===== config.mk =====
export PLATFORM = sky130hd
export DESIGN_NAME = prog_prescaler
export DESIGN_NICKNAME = d
export VERILOG_FILES = /design/src/rtl/prog_prescaler_pkg.sv /design/src/rtl/modn_counter.sv /design/src/rtl/prog_prescaler.sv
export SDC_FILE = /design/constraint.sdc
export NUM_CORES = 1
export LEC_CHECK = 0
export CORE_MARGIN = 5
export CORE_UTILIZATION = 28
export DETAILED_ROUTE_END_ITERATION = 16
export GPL_ROUTABILITY_DRIVEN = 1
export HOLD_SLACK_MARGIN = 0.05
export PLACE_DENSITY = 0.56
export SYNTH_ARGS = -nofsm -noshare
export SYNTH_HDL_FRONTEND = slang
export SYNTH_SLANG_ARGS = --single-unit
export TNS_END_PERCENT = 100

===== constraint.sdc =====
create_clock -name CLK -period 9.5 [get_ports CLK]
set_input_delay 1.9 -clock CLK [delete_from_list [all_inputs] [get_ports CLK]]
set_output_delay 1.9 -clock CLK [all_outputs]
set_load 0.01 [all_outputs]

===== src/rtl/prog_prescaler_pkg.sv =====
// Shared prescaler constants: reset defaults for the divide stages
// and the chess-clock tick rates built on top of them.
package prog_prescaler_pkg;

   localparam int unsigned PP_DIV_DEFAULT = 4;
   localparam int unsigned PP_SUB_DIV     = 10;

   localparam int unsigned CHESS_TICKS_PER_SEC = 10;
   localparam int unsigned CHESS_SECS_PER_MIN  = 60;
   localparam int unsigned CHESS_TICKS_PER_MIN =
      CHESS_TICKS_PER_SEC * CHESS_SECS_PER_MIN;

endpackage


===== src/rtl/modn_counter.sv =====
// Fixed-modulus enable counter; TC marks the last enabled count
// so stages can be cascaded with zero latency.
module modn_counter
   import prog_prescaler_pkg::*;
#(
   parameter int N = PP_SUB_DIV
)(
   input  logic CLK,
   input  logic CLR,
   input  logic CE,
   input  logic SRST,
   output logic TC
);

   localparam int CW = (N > 1) ? $clog2(N) : 1;

   logic [CW-1:0] r_cnt;
   logic          w_last;

   assign w_last = (r_cnt == CW'(N - 1));
   assign TC     = CE & ~SRST & ~CLR & w_last;

   always_ff @(posedge CLK or posedge CLR) begin
      if (CLR) begin
         r_cnt <= '0;
      end else if (SRST) begin
         r_cnt <= '0;
      end else if (CE) begin
         r_cnt <= w_last ? '0 : r_cnt + 1'b1;
      end
   end

endmodule


===== src/rtl/prog_prescaler.sv =====
// Two-stage enable prescaler: loadable main divider with shadowed
// factor updates at period boundaries, followed by a fixed sub-divider.
module prog_prescaler
   import prog_prescaler_pkg::*;
#(
   parameter int WIDTH       = 16,
   parameter int DIV_DEFAULT = PP_DIV_DEFAULT,
   parameter int SUB_DIV     = PP_SUB_DIV
)(
   input  logic             CLK,
   input  logic             CLR,
   input  logic             CE,
   input  logic             SRST,
   input  logic             LOAD,
   input  logic [WIDTH-1:0] DIV_IN,
   output logic             CEO,
   output logic             CEO_SUB,
   output logic [WIDTH-1:0] COUNT,
   output logic [WIDTH-1:0] DIV_ACT,
   output logic             PEND
);

   localparam logic [WIDTH-1:0] DEF = WIDTH'(DIV_DEFAULT);

   logic [WIDTH-1:0] r_count;
   logic [WIDTH-1:0] r_div_act;
   logic [WIDTH-1:0] r_shadow;
   logic             r_pend;

   logic [WIDTH-1:0] w_din;
   logic [WIDTH-1:0] w_last;
   logic             w_ceo;
   logic             w_apply;
   logic             w_ceo_sub;

   assign w_din   = (DIV_IN == '0) ? WIDTH'(1) : DIV_IN;
   assign w_last  = r_div_act - WIDTH'(1);
   assign w_ceo   = CE & ~SRST & ~CLR & (r_count == w_last);
   assign w_apply = w_ceo | SRST;

   // Factor only changes at an apply, so a period never mixes factors
   always_ff @(posedge CLK or posedge CLR) begin
      if (CLR) begin
         r_count   <= '0;
         r_div_act <= DEF;
         r_shadow  <= DEF;
         r_pend    <= 1'b0;
      end else if (w_apply) begin
         r_count <= '0;
         r_pend  <= 1'b0;
         if (LOAD) begin
            r_div_act <= w_din;
            r_shadow  <= w_din;
         end else if (r_pend) begin
            r_div_act <= r_shadow;
         end
      end else begin
         if (CE) begin
            r_count <= r_count + WIDTH'(1);
         end
         if (LOAD) begin
            r_shadow <= w_din;
            r_pend   <= 1'b1;
         end
      end
   end

   modn_counter #(
      .N (SUB_DIV)
   ) u_sub (
      .CLK  (CLK),
      .CLR  (CLR),
      .CE   (w_ceo),
      .SRST (SRST),
      .TC   (w_ceo_sub)
   );

   assign CEO     = w_ceo;
   assign CEO_SUB = w_ceo_sub;
   assign COUNT   = r_count;
   assign DIV_ACT = r_div_act;
   assign PEND    = r_pend;

endmodule


### Word level (Yosys, flattened, before mapping)

Cells that the tools add are included.

| cells by class | value |
|---|---|
| $add $sub $neg | 3 |
| multipliers | 0 |
| div/mod/pow operators | 0 |
| order comparisons | 0 |
| equality and inequality tests | 2 |
| shifts and indexed selects | 0 |
| multiplexer cells | 10 |
| bitwise gates (word level) | 9 |
| reduce and logical (&&, ||, !) cells | 6 |

Operators with widths:

| operator | number |
|---|---|
| 2-to-1 mux 16 bit | 5 |
| adder 16 x 1 -> 16 bit, second input constant | 1 |
| == test 16 bit | 1 |
| zero test 16 bit | 1 |
| subtractor 16 x 1 -> 16 bit, second input constant | 1 |
| 2-to-1 mux 4 bit | 3 |
| nonzero test 2 bit | 4 |
| AND 1 bit | 6 |
| adder 4 x 1 -> 4 bit, second input constant | 1 |
| == test 4 bit, second input constant | 1 |
| 2-to-1 mux 1 bit | 2 |
| inverter 1 bit | 2 |
| AND reduction 2 bit | 1 |
| bitwise OR 1 bit | 1 |

| storage, ports and cells | value |
|---|---|
| register bits | 53 |
| bits in latches | 0 |
| memory bits (writable) | 0 |
| bits in read-only memories | 0 |
| output and inout bits | 35 |
| word-level logic and storage cells | 35 |
| memories | 0 |

### Longest topological paths before layout

Gate-level depths: netlist (run 1).

| logic depth | value |
|---|---|
| depth after elaboration | 7 |
| mapped depth | 12 |

### Cells and area by module

A second synthesis (run 1) with hierarchy kept.

| unflattened totals | value |
|---|---|
| cell total of the unflattened synthesis | 278 |
| area, all modules | 3047.9 µm² |

By module, submodules not included:

| module | instances | cells an instance | area an instance (µm²) |
|---|---|---|---|
| prog_prescaler | 1 | 252 | 2796.4 |
| modn_counter | 1 | 26 | 251.5 |

### Least setup slack after synthesis (run 1)

Ideal clock, no wire load.

| timing | value |
|---|---|
| path type | input -> output |
| start | input CE |
| end | output CEO_SUB |
| data arrival time | 3.288 ns |
| required time | 7.600 ns |
| path slack | 4.312 ns |
| stages | 7 |
| cell sequence | clkbuf_1 nand4_1 a31oi_1 o211a_1 nand3_1 nor4_1 and2_1 |

| between the ends | value |
|---|---|
| cells in the longest elaborated chain, start to end | 6 |

RTL lines:

| item | RTL line | RTL |
|---|---|---|
| from (decl) | prog_prescaler.sv:12 | `input logic CE,` |
| AND 1 bit (3 in a row) | prog_prescaler.sv:38 | `assign w_ceo = CE & ~SRST & ~CLR & (r_count == w_last);` |
| net CEO | prog_prescaler.sv:16 | `output logic CEO,` |
| AND 1 bit (3 in a row) | modn_counter.sv:21 | `assign TC = CE & ~SRST & ~CLR & w_last;` |
| to (decl) | prog_prescaler.sv:17 | `output logic CEO_SUB,` |

The timed path passes the listed nets, and every way through them passes these cells.

### Worst setup path in the final report (run 1)

| timing | value |
|---|---|
| start | input CE |
| end | output CEO_SUB |

| between the ends | value |
|---|---|
| cells in the longest elaborated chain, start to end | 6 |

RTL lines:

| item | RTL line |
|---|---|
| AND 1 bit (3 in a row) | prog_prescaler.sv:38 |
| AND 1 bit (3 in a row) | modn_counter.sv:21 |

No other way between the ends.

==> impl_metrics.toml, run 1 <==
[outcome]
outcome = "completed"

[floorplanning]
num_rows = 37
die_area_um2 = 12500
io_pins = 56
die_h_um = 112
initial_core_util = 0.284
fp.dieW_um = 112
fp.coreArea_um2 = 10200

[timing]
setup_viol = 0
fmax_ghz = 0.165
drv_slew = 0
layout_setup_ws_ns = 3.43
fin_worst_skew_ns = 0.00893
slew-limit-headroom = 0.424
worst_pin_slew_ns = 0.863
fin_tns_setup_ns = 0
hold_viol = 0
final.min_clock_period_ns = 6.07
fin_crit_sh = 0.639
rsz0062_at_grt = "no"

[critical_path]
crit_path_frequent_cell = "clkdlybuf4s50_1"
cp_slowest_stage_delay_ns = 0.62
setup.worst_path.end_class = "output port"
worstSetupStartpointType = "primary input"
required_ns = 7.60
crit_fanout = 7
critPathKind = "in -> out"
cpMaxStageDelayCell = "clkdlybuf4s50_1"
critical_path_arrival_ns = 4.17
cp_top_family = "buffers and inverters"
startpoint = "CE"
crit_buf_inv = 2
path_cells = "clkdlybuf4s50_1, nand4_1, a31oi_1, o211a_1, nand3_1, nor4_1, and2_1, clkdlybuf4s50_1"
reg2reg_from = "DIV_ACT[1]$_DFFE_PP0P_"

[synth]
avgSynthCellArea_um2 = 10.6
ys_ff_latch = 53
synthesis.nets = 298
yosysUniqueCellTypes = 43
ys_seq_area_frac = 0.459
synth_ff_type = "dfrtp_1"
yosysWarnings = 0
netlist_area_um2 = 2900
async_flop_share = 1.00
netlist_instances = 273
synth-edff-count = 0

[place]
post-place-cells = 454
port_buffers = 55
globalplace.congestion = 0.804
preCtsSetupSlack_ns = 3.45
hpwl_um = 5680

[power]
pwr-share-clk = 0.275
seq_power_share = 0.482
p_switching_uw = 167
peakVddDrop_uv = 69.2
p_leak_uw = 0.00144
internal_power_uw = 411
swShare = 0.288
combPwrFrac = 0.244
power-per-cell-area_nw_per_um2 = 157

[detailed_routing]
drc = 0
drt_iter0_drc = 125
ant_nets = 0
first_pass_iters = 4
wl_um = 7330
vias_per_cell = 4.82
vias = 2227
wl_per_cell_um = 15.9

[clocking]
clock-root-buffer = "clkbuf_8"
cts.sinks = 53
clockBufferDepth = 2
cts-resized-gates = 0
htreeDepth = 2
cts_setup_buffers = 0
cts.reportedPaths.clkPinSlew_ns = 0.09
clk_latency_ns = 0.30
cts_tree = "done"
cts_hold_buf = 0
numCtsBuffers = 5

[global_route]
track_usage = 0.121
grt_max_degree = 29
antenna_found_initial = 0
grt_pass1_wl_um = 12200
grt_remaining_overflow = 0
grt_pass1_vias = 2281

[finish]
fill_cells = 1043
stdcell_count = 462
area_growth_pct = 27.2
finalNetCount = 350
final_cell_mix = "clkdlybuf4s50_1, dfrtp_1, nor2_1"
final_common_cell = "clkdlybuf4s50_1"
antennaDiodeCount = 0
drive_above_1_share = 0.144

[hold_path]
hold_class = "reg -> reg"
min_from = "r_shadow[12]$_DFFE_PP0P_"

[job]
drv_cap = 0
state kept, by name (all words and copies together), names as in the netlist:
signal	flops
COUNT	16
u_sub.r_cnt	4
r_shadow	16
DIV_ACT	16
PEND	1
per-layer routing:
layer / track usage / vias up / wire, um
li1: - / 1073 / -
met2: 0.187 / 55 / 3400
met1: 0.163 / 1091 / 3330
met5: 0 / - / 0
met4: 0.0316 / 0 / 105
met3: 0.0380 / 8 / 496
worst register-to-register path, cell delays in order (launching register included):
cell      delay [ns]
dfrtp_1         0.43
or4_1           0.75
or4_1           0.58
a31oi_1         0.19
a31oi_1         0.06
a2111o_1        0.36
or4_1           0.70
a21oi_4         0.65
mux2_2          0.42
cell usage after synthesis (all sizes together), types with 2 or more instances:
| cell type | number | share of area |
|---|---|---|
| dfrtp | 51 | 0.44 |
| nor2 | 35 | 0.045 |
| mux2 | 32 | 0.14 |
| xnor2 | 20 | 0.061 |
| nand2 | 17 | 0.022 |
| xor2 | 13 | 0.039 |
| nor4 | 10 | 0.022 |
| clkbuf | 8 | 0.010 |
| inv | 8 | 0.010 |
| nand3 | 8 | 0.014 |
| nand4 | 8 | 0.017 |
| o21ai | 8 | 0.014 |
| a31oi | 6 | 0.013 |
| a21oi | 5 | 0.013 |
| nor3 | 5 | 0.0086 |
| buf | 4 | 0.012 |
| ha | 4 | 0.017 |
| or3 | 4 | 0.0086 |
| or4 | 4 | 0.010 |
| and3 | 2 | 0.0043 |
| dfstp | 2 | 0.018 |
| o211ai | 2 | 0.0052 |
| o41ai | 2 | 0.0086 |
stage by stage:
stage | hold slack [ns] | utilization | total power, uW | cell area (um2)
floorplan | 0.468 | - | 361 | 2900
global placement | 0.480 | 0.350 | 424 | 3570
detailed placement | 0.486 | 0.350 | 426 | 3570
CTS | 0.509 | 0.362 | 586 | 3680
global route | 0.523 | 0.362 | 611 | 3680
finish | 0.502 | 0.362 | 578 | 3680
power by group through the flow:
stage,registers (uW),logic [uW],clock network (uW)
3_5_place_dp,284,142,0
6_report,278,141,159
2_1_floorplan,278,82.4,0
3_3_place_gp,283,140,0
5_1_grt,283,155,173
4_1_cts,279,143,164
area by class of cell:
class,instances,area (um2),area share
inverters,8,30.0,0.00815
multi-input cells,200,1470,0.400
flip-flops and latches,53,1330,0.361
clock inverters,1,30.0,0.00815
well taps,136,170,0.0462
clock buffers,7,86.3,0.0234
repair buffers,57,566,0.154
cell families after synthesis:
| group | after synthesis | share of synthesized area |
|---|---|---|
| buffers and inverters | 20 | 0.0324 |
| AO/OA/AOI/OAI | 31 | 0.0778 |
| flip-flops | 53 | 0.459 |
| multiplexers | 33 | 0.141 |
| XOR/XNOR | 33 | 0.0998 |
| AND/OR/NAND/NOR | 99 | 0.173 |
| adder cells (fa/ha/maj) | 4 | 0.0173 |
worst paths after layout:
check                           depth (start not counted)  slack, ns                  endpoint
worst min-delay path                                    1       0.50  r_shadow[12]$_DFFE_PP0P_
worst max-delay path                                    8       3.43                   CEO_SUB
min in group asynchronous                               2       2.01      COUNT[7]$_DFFE_PP0P_
max in group asynchronous                               3       6.67   r_shadow[2]$_DFFE_PP1P_
worst max register to register                          8       5.24   DIV_ACT[13]$_DFFE_PP0P_
worst min register to register                          1       0.50  r_shadow[12]$_DFFE_PP0P_
Note: power is estimated with default switching activity, not from simulation.
==> run 2: changes to the inputs <==
clock period = 5.7 ns   (was 9.5 ns; I/O delays follow)
==> impl_metrics.toml, run 2 (same netlist as run 1, synthesis figures left out) <==
[outcome]
outcome = "completed"

[global_route]
track_usage = 0.123
grt_pass1_vias = 2334
grt_remaining_overflow = 0
grt_pass1_wl_um = 12400
antenna_found_initial = 0
grt_max_degree = 54

[hold_path]
hold_class = "reg -> reg"
whs_path_depth = 1
min_to = "r_shadow[11]$_DFFE_PP0P_"
min_from = "r_shadow[11]$_DFFE_PP0P_"

[detailed_routing]
top_layer = "met4"
wl_met2_um = 3430
wl_met1_um = 3460
drt_iter0_drc = 123
wl_um = 7330
drc = 0
ant_nets = 0
vias = 2215
vias_per_cell = 4.79
wl_per_cell_um = 15.9
first_pass_iters = 4
wl_met3_um = 365

[critical_path]
worstSetupStartpointType = "register"
critPathKind = "reg -> out"
cpMaxStageDelayCell = "or4_1"
path_cells = "or4_1, or4_1, a31oi_1, a31oi_1, a2111o_1, nor4_1, and2_1, clkdlybuf4s50_1"
crit_fanout = 11
cp_slowest_stage_delay_ns = 0.73
r2r_slack_ns = 1.45
r2r_cells = 8
setup.worst_path.end_class = "output port"
required_ns = 4.56
critical_path_arrival_ns = 3.87
reg2reg_to = "DIV_ACT[13]$_DFFE_PP0P_"
reg2reg_from = "DIV_ACT[0]$_DFFE_PP0P_"

[place]
placed_area_um2 = 3570
globalplace.congestion = 0.844
hpwl_um = 5570
port_buffers = 55

[clocking]
cts-resized-gates = 0
cts_tree = "done"
htreeDepth = 2
cts_setup_buffers = 0
clk_latency_ns = 0.30
numCtsBuffers = 5
clockBufferDepth = 2
cts.reportedPaths.clkPinSlew_ns = 0.09
clock-root-buffer = "clkbuf_8"
cts.sinks = 53
cts_hold_buf = 0

[finish]
final_cell_mix = "clkdlybuf4s50_1, dfrtp_1, nor2_1"
area_growth_pct = 26.2
finalNetCount = 350
final_common_cell = "clkdlybuf4s50_1"
antennaDiodeCount = 0
drive_above_1_share = 0.144
fin_area_um2 = 3650
fill_cells = 1039

[power]
power-per-cell-area_nw_per_um2 = 249
p_leak_uw = 0.00142
peakVddDrop_uv = 115
p_total_uw = 909

[timing]
final.min_clock_period_ns = 5.01
setup_viol = 0
fmax_ghz = 0.200
rsz0062_at_grt = "no"
hold_viol = 0
worst_pin_slew_ns = 0.954
fin_worst_skew_ns = 0.00561
fin_tns_setup_ns = 0
slew-limit-headroom = 0.363
drv_slew = 0
fin_crit_sh = 0.878

[floorplanning]
fp.coreArea_um2 = 10200
die_h_um = 112
num_rows = 37
die_area_um2 = 12500
fp.dieW_um = 112
io_pins = 56
initial_core_util = 0.284

[job]
drv_cap = 0
==> run 2: cell types whose count changed in the layout (fill, tap and decap cells not counted), sizes merged <==
cell,before,now
bufinv,1,0
clkbuf,7,6
clkinvlp,0,2
==> run 2: worst max-delay path by stage <==
| stage | startpoint | endpoint | slack, ns | depth (start not counted) |
|---|---|---|---|---|
| floorplan | DIV_ACT[0]$_DFFE_PP0P_ | CEO_SUB | 1.81 | 7 |
| global placement | DIV_ACT[0]$_DFFE_PP0P_ | CEO_SUB | 1.10 | 8 |
| finish | DIV_ACT[0]$_DFFE_PP0P_ | CEO_SUB | 0.69 | 8 |
| global route | DIV_ACT[0]$_DFFE_PP0P_ | CEO_SUB | 0.60 | 8 |
| detailed placement | DIV_ACT[0]$_DFFE_PP0P_ | CEO_SUB | 1.06 | 8 |
| CTS | DIV_ACT[0]$_DFFE_PP0P_ | CEO_SUB | 0.70 | 8 |
==> run 2: critical path: cells and delay by family, from the launching register on <==
kind,cells,cell delay [ns]
flip-flops,1,0.45
buffers and inverters,1,0.53
AND/OR/NAND/NOR,4,2.00
AO/OA/AOI/OAI,3,0.58
==> run 2: report_power, final <==
| group | total (uW) | switching, uW | internal (uW) |
|---|---|---|---|
| combinational | 235 | 106 | 130 |
| clock | 208 | 121 | 86.7 |
| sequential | 465 | 52.8 | 412 |
==> run 2: stage by stage <==
stage,std cells,worst slack [ns],hold slack (ns),util
floorplan,273,1.81,0.468,-
global placement,454,1.10,0.478,0.350
detailed placement,454,1.06,0.481,0.350
CTS,462,0.705,0.504,0.359
global route,462,0.602,0.523,0.359
finish,462,0.695,0.502,0.359
==> run 2: area by class of cell <==
type | count | area [um2] | share of cell area
Timing Repair Buffer | 57 | 566 | 0.155
Clock inverter | 2 | 15.0 | 0.00411
Inverter | 8 | 30.0 | 0.00822
Clock buffer | 6 | 72.6 | 0.0199
Sequential cell | 53 | 1330 | 0.364
Tap cell | 136 | 170 | 0.0466
Multi-Input combinational cell | 200 | 1470 | 0.403
==> run 2: layer usage <==
metal,global-route usage,vias to the layer above
met4,0.0260,0
met3,0.0359,6
met1,0.166,1094
met2,0.195,45
met5,0,-
li1,-,1070
==> run 3: changes to the inputs <==
PLACE_DENSITY = 0.58   (was 0.56)
SLEW_MARGIN = 20   (was default)
clock period = 4.4 ns   (was 5.7 ns; I/O delays follow)
==> impl_metrics.toml, run 3 (same netlist as run 1, synthesis figures left out) <==
[timing]
worst_pin_slew_ns = 0.732
fin_worst_skew_ns = 0.00791
fmax_ghz = 0.234
hold_viol = 0
slew-limit-headroom = 0.508
setup_viol = 0
drv_slew = 0
final.min_clock_period_ns = 4.27
fin_crit_sh = 0.970

[power]
p_leak_uw = 0.00150
peakVddDrop_uv = 149
power-per-cell-area_nw_per_um2 = 341

[clocking]
cts_hold_buf = 0
numCtsBuffers = 5
htreeDepth = 2
clock-root-buffer = "clkbuf_8"
clockBufferDepth = 2
cts.sinks = 53
cts_tree = "done"
clk_latency_ns = 0.31
cts.reportedPaths.clkPinSlew_ns = 0.10

[finish]
stdcell_count = 472
drive_above_1_share = 0.182
antennaDiodeCount = 0
area_growth_pct = 30.8
final_cell_mix = "clkdlybuf4s50_1, dfrtp_1, nor2_1"
final_common_cell = "clkdlybuf4s50_1"
post-route-util = 0.372
finalNetCount = 360

[detailed_routing]
first_pass_iters = 4
drt_iter0_drc = 102
vias_per_cell = 4.88
drc = 0
wl_per_cell_um = 16.3
vias = 2304
wl_um = 7670
ant_nets = 0

[hold_path]
whs_path_depth = 1
hold_class = "reg -> reg"

[global_route]
grt_pass1_vias = 2349
grt_pass1_wl_um = 12400
grt_remaining_overflow = 0
track_usage = 0.122
antenna_found_initial = 0
grt_max_degree = 54

[place]
globalplace.congestion = 0.839
hpwl_um = 5700
post-place-cells = 461
port_buffers = 55

[critical_path]
setup.worst_path.end_class = "output port"
worstSetupStartpointType = "register"
critPathKind = "reg -> out"
critical_path_arrival_ns = 3.39
crit_fanout = 7
required_ns = 3.52
r2r_cells = 9

[floorplanning]
die_area_um2 = 12500
die_h_um = 112
num_rows = 37
fp.coreArea_um2 = 10200
fp.dieW_um = 112
initial_core_util = 0.284
io_pins = 56

[outcome]
outcome = "completed"

[job]
drv_cap = 0
-- run 3: cell types whose count changed in the layout (fill, tap and decap cells not counted), sizes merged --
cell,delta
clkinvlp,-1
bufinv,+1
buf,+10
-- run 3: worst max-delay path, cell delays in order (launching register included) --
cell	delay, ns
dfrtp_1	0.42
buf_4	0.15
inv_1	0.05
ha_1	0.17
nor3b_2	0.45
nand4_1	0.18
xnor2_1	0.17
and3_1	0.19
nor3_1	0.57
nor4_4	0.09
and2_1	0.16
clkdlybuf4s50_1	0.47
-- run 3: per-stage QoR --
stage               hold slack, ns  total power, uW  worst slack, ns  instance area (um2)  setup TNS, ns
global placement             0.479              930            0.326                 3620              0
finish                       0.502             1290            0.130                 3790              0
CTS                          0.506             1290          0.00174                 3750              0
floorplan                    0.468              779            0.766                 2900              0
detailed placement           0.483              934            0.289                 3620              0
global route                 0.518             1360          -0.0601                 3790        -0.0601
-- run 3: final timing paths --
check | from | to | slack, ns
setup / recovery | DIV_ACT[1]$_DFFE_PP0P_ | CEO_SUB | 0.13
hold / removal | r_shadow[9]$_DFFE_PP0P_ | r_shadow[9]$_DFFE_PP0P_ | 0.50
setup reg to reg | DIV_ACT[1]$_DFFE_PP0P_ | DIV_ACT[14]$_DFFE_PP0P_ | 0.53
hold reg to reg | r_shadow[9]$_DFFE_PP0P_ | r_shadow[9]$_DFFE_PP0P_ | 0.50
max in group asynchronous | CLR | DIV_ACT[4]$_DFFE_PP0P_ | 2.85
min in group asynchronous | CLR | COUNT[5]$_DFFE_PP0P_ | 1.07
-- run 3: report_power, final --
part	leakage [uW]	switching, uW	internal [uW]
registers	0.000661	61.3	535
clock network	0.0000574	169	185
logic	0.000784	155	185
-- run 3: repair_timing --
action / in CTS / in global routing
endpoints found under the setup margin: 1 / 2
pin swaps: 0 / 2
buffers inserted: 0 / 3
gates resized for setup: 1 / 3
-- run 3: layout make-up --
class                      instances  area [um2]
multi-input combinational        200        1490
timing repair buffer              67         641
clock inverter                     2        37.5
fill                            1023        6400
tap                              136         170
inverter                           8        32.5
clock buffer                       6        82.6
sequential                        53        1330
-- run 3: routing by layer --
layer	wire length (um)	share of wire	vias to the layer above	GRT usage
met5	0	0	-	0
met3	443	0.058	11	0.0353
met1	3570	0.47	1142	0.164
met4	108	0.014	0	0.0308
met2	3550	0.46	61	0.194
li1	-	-	1090	-
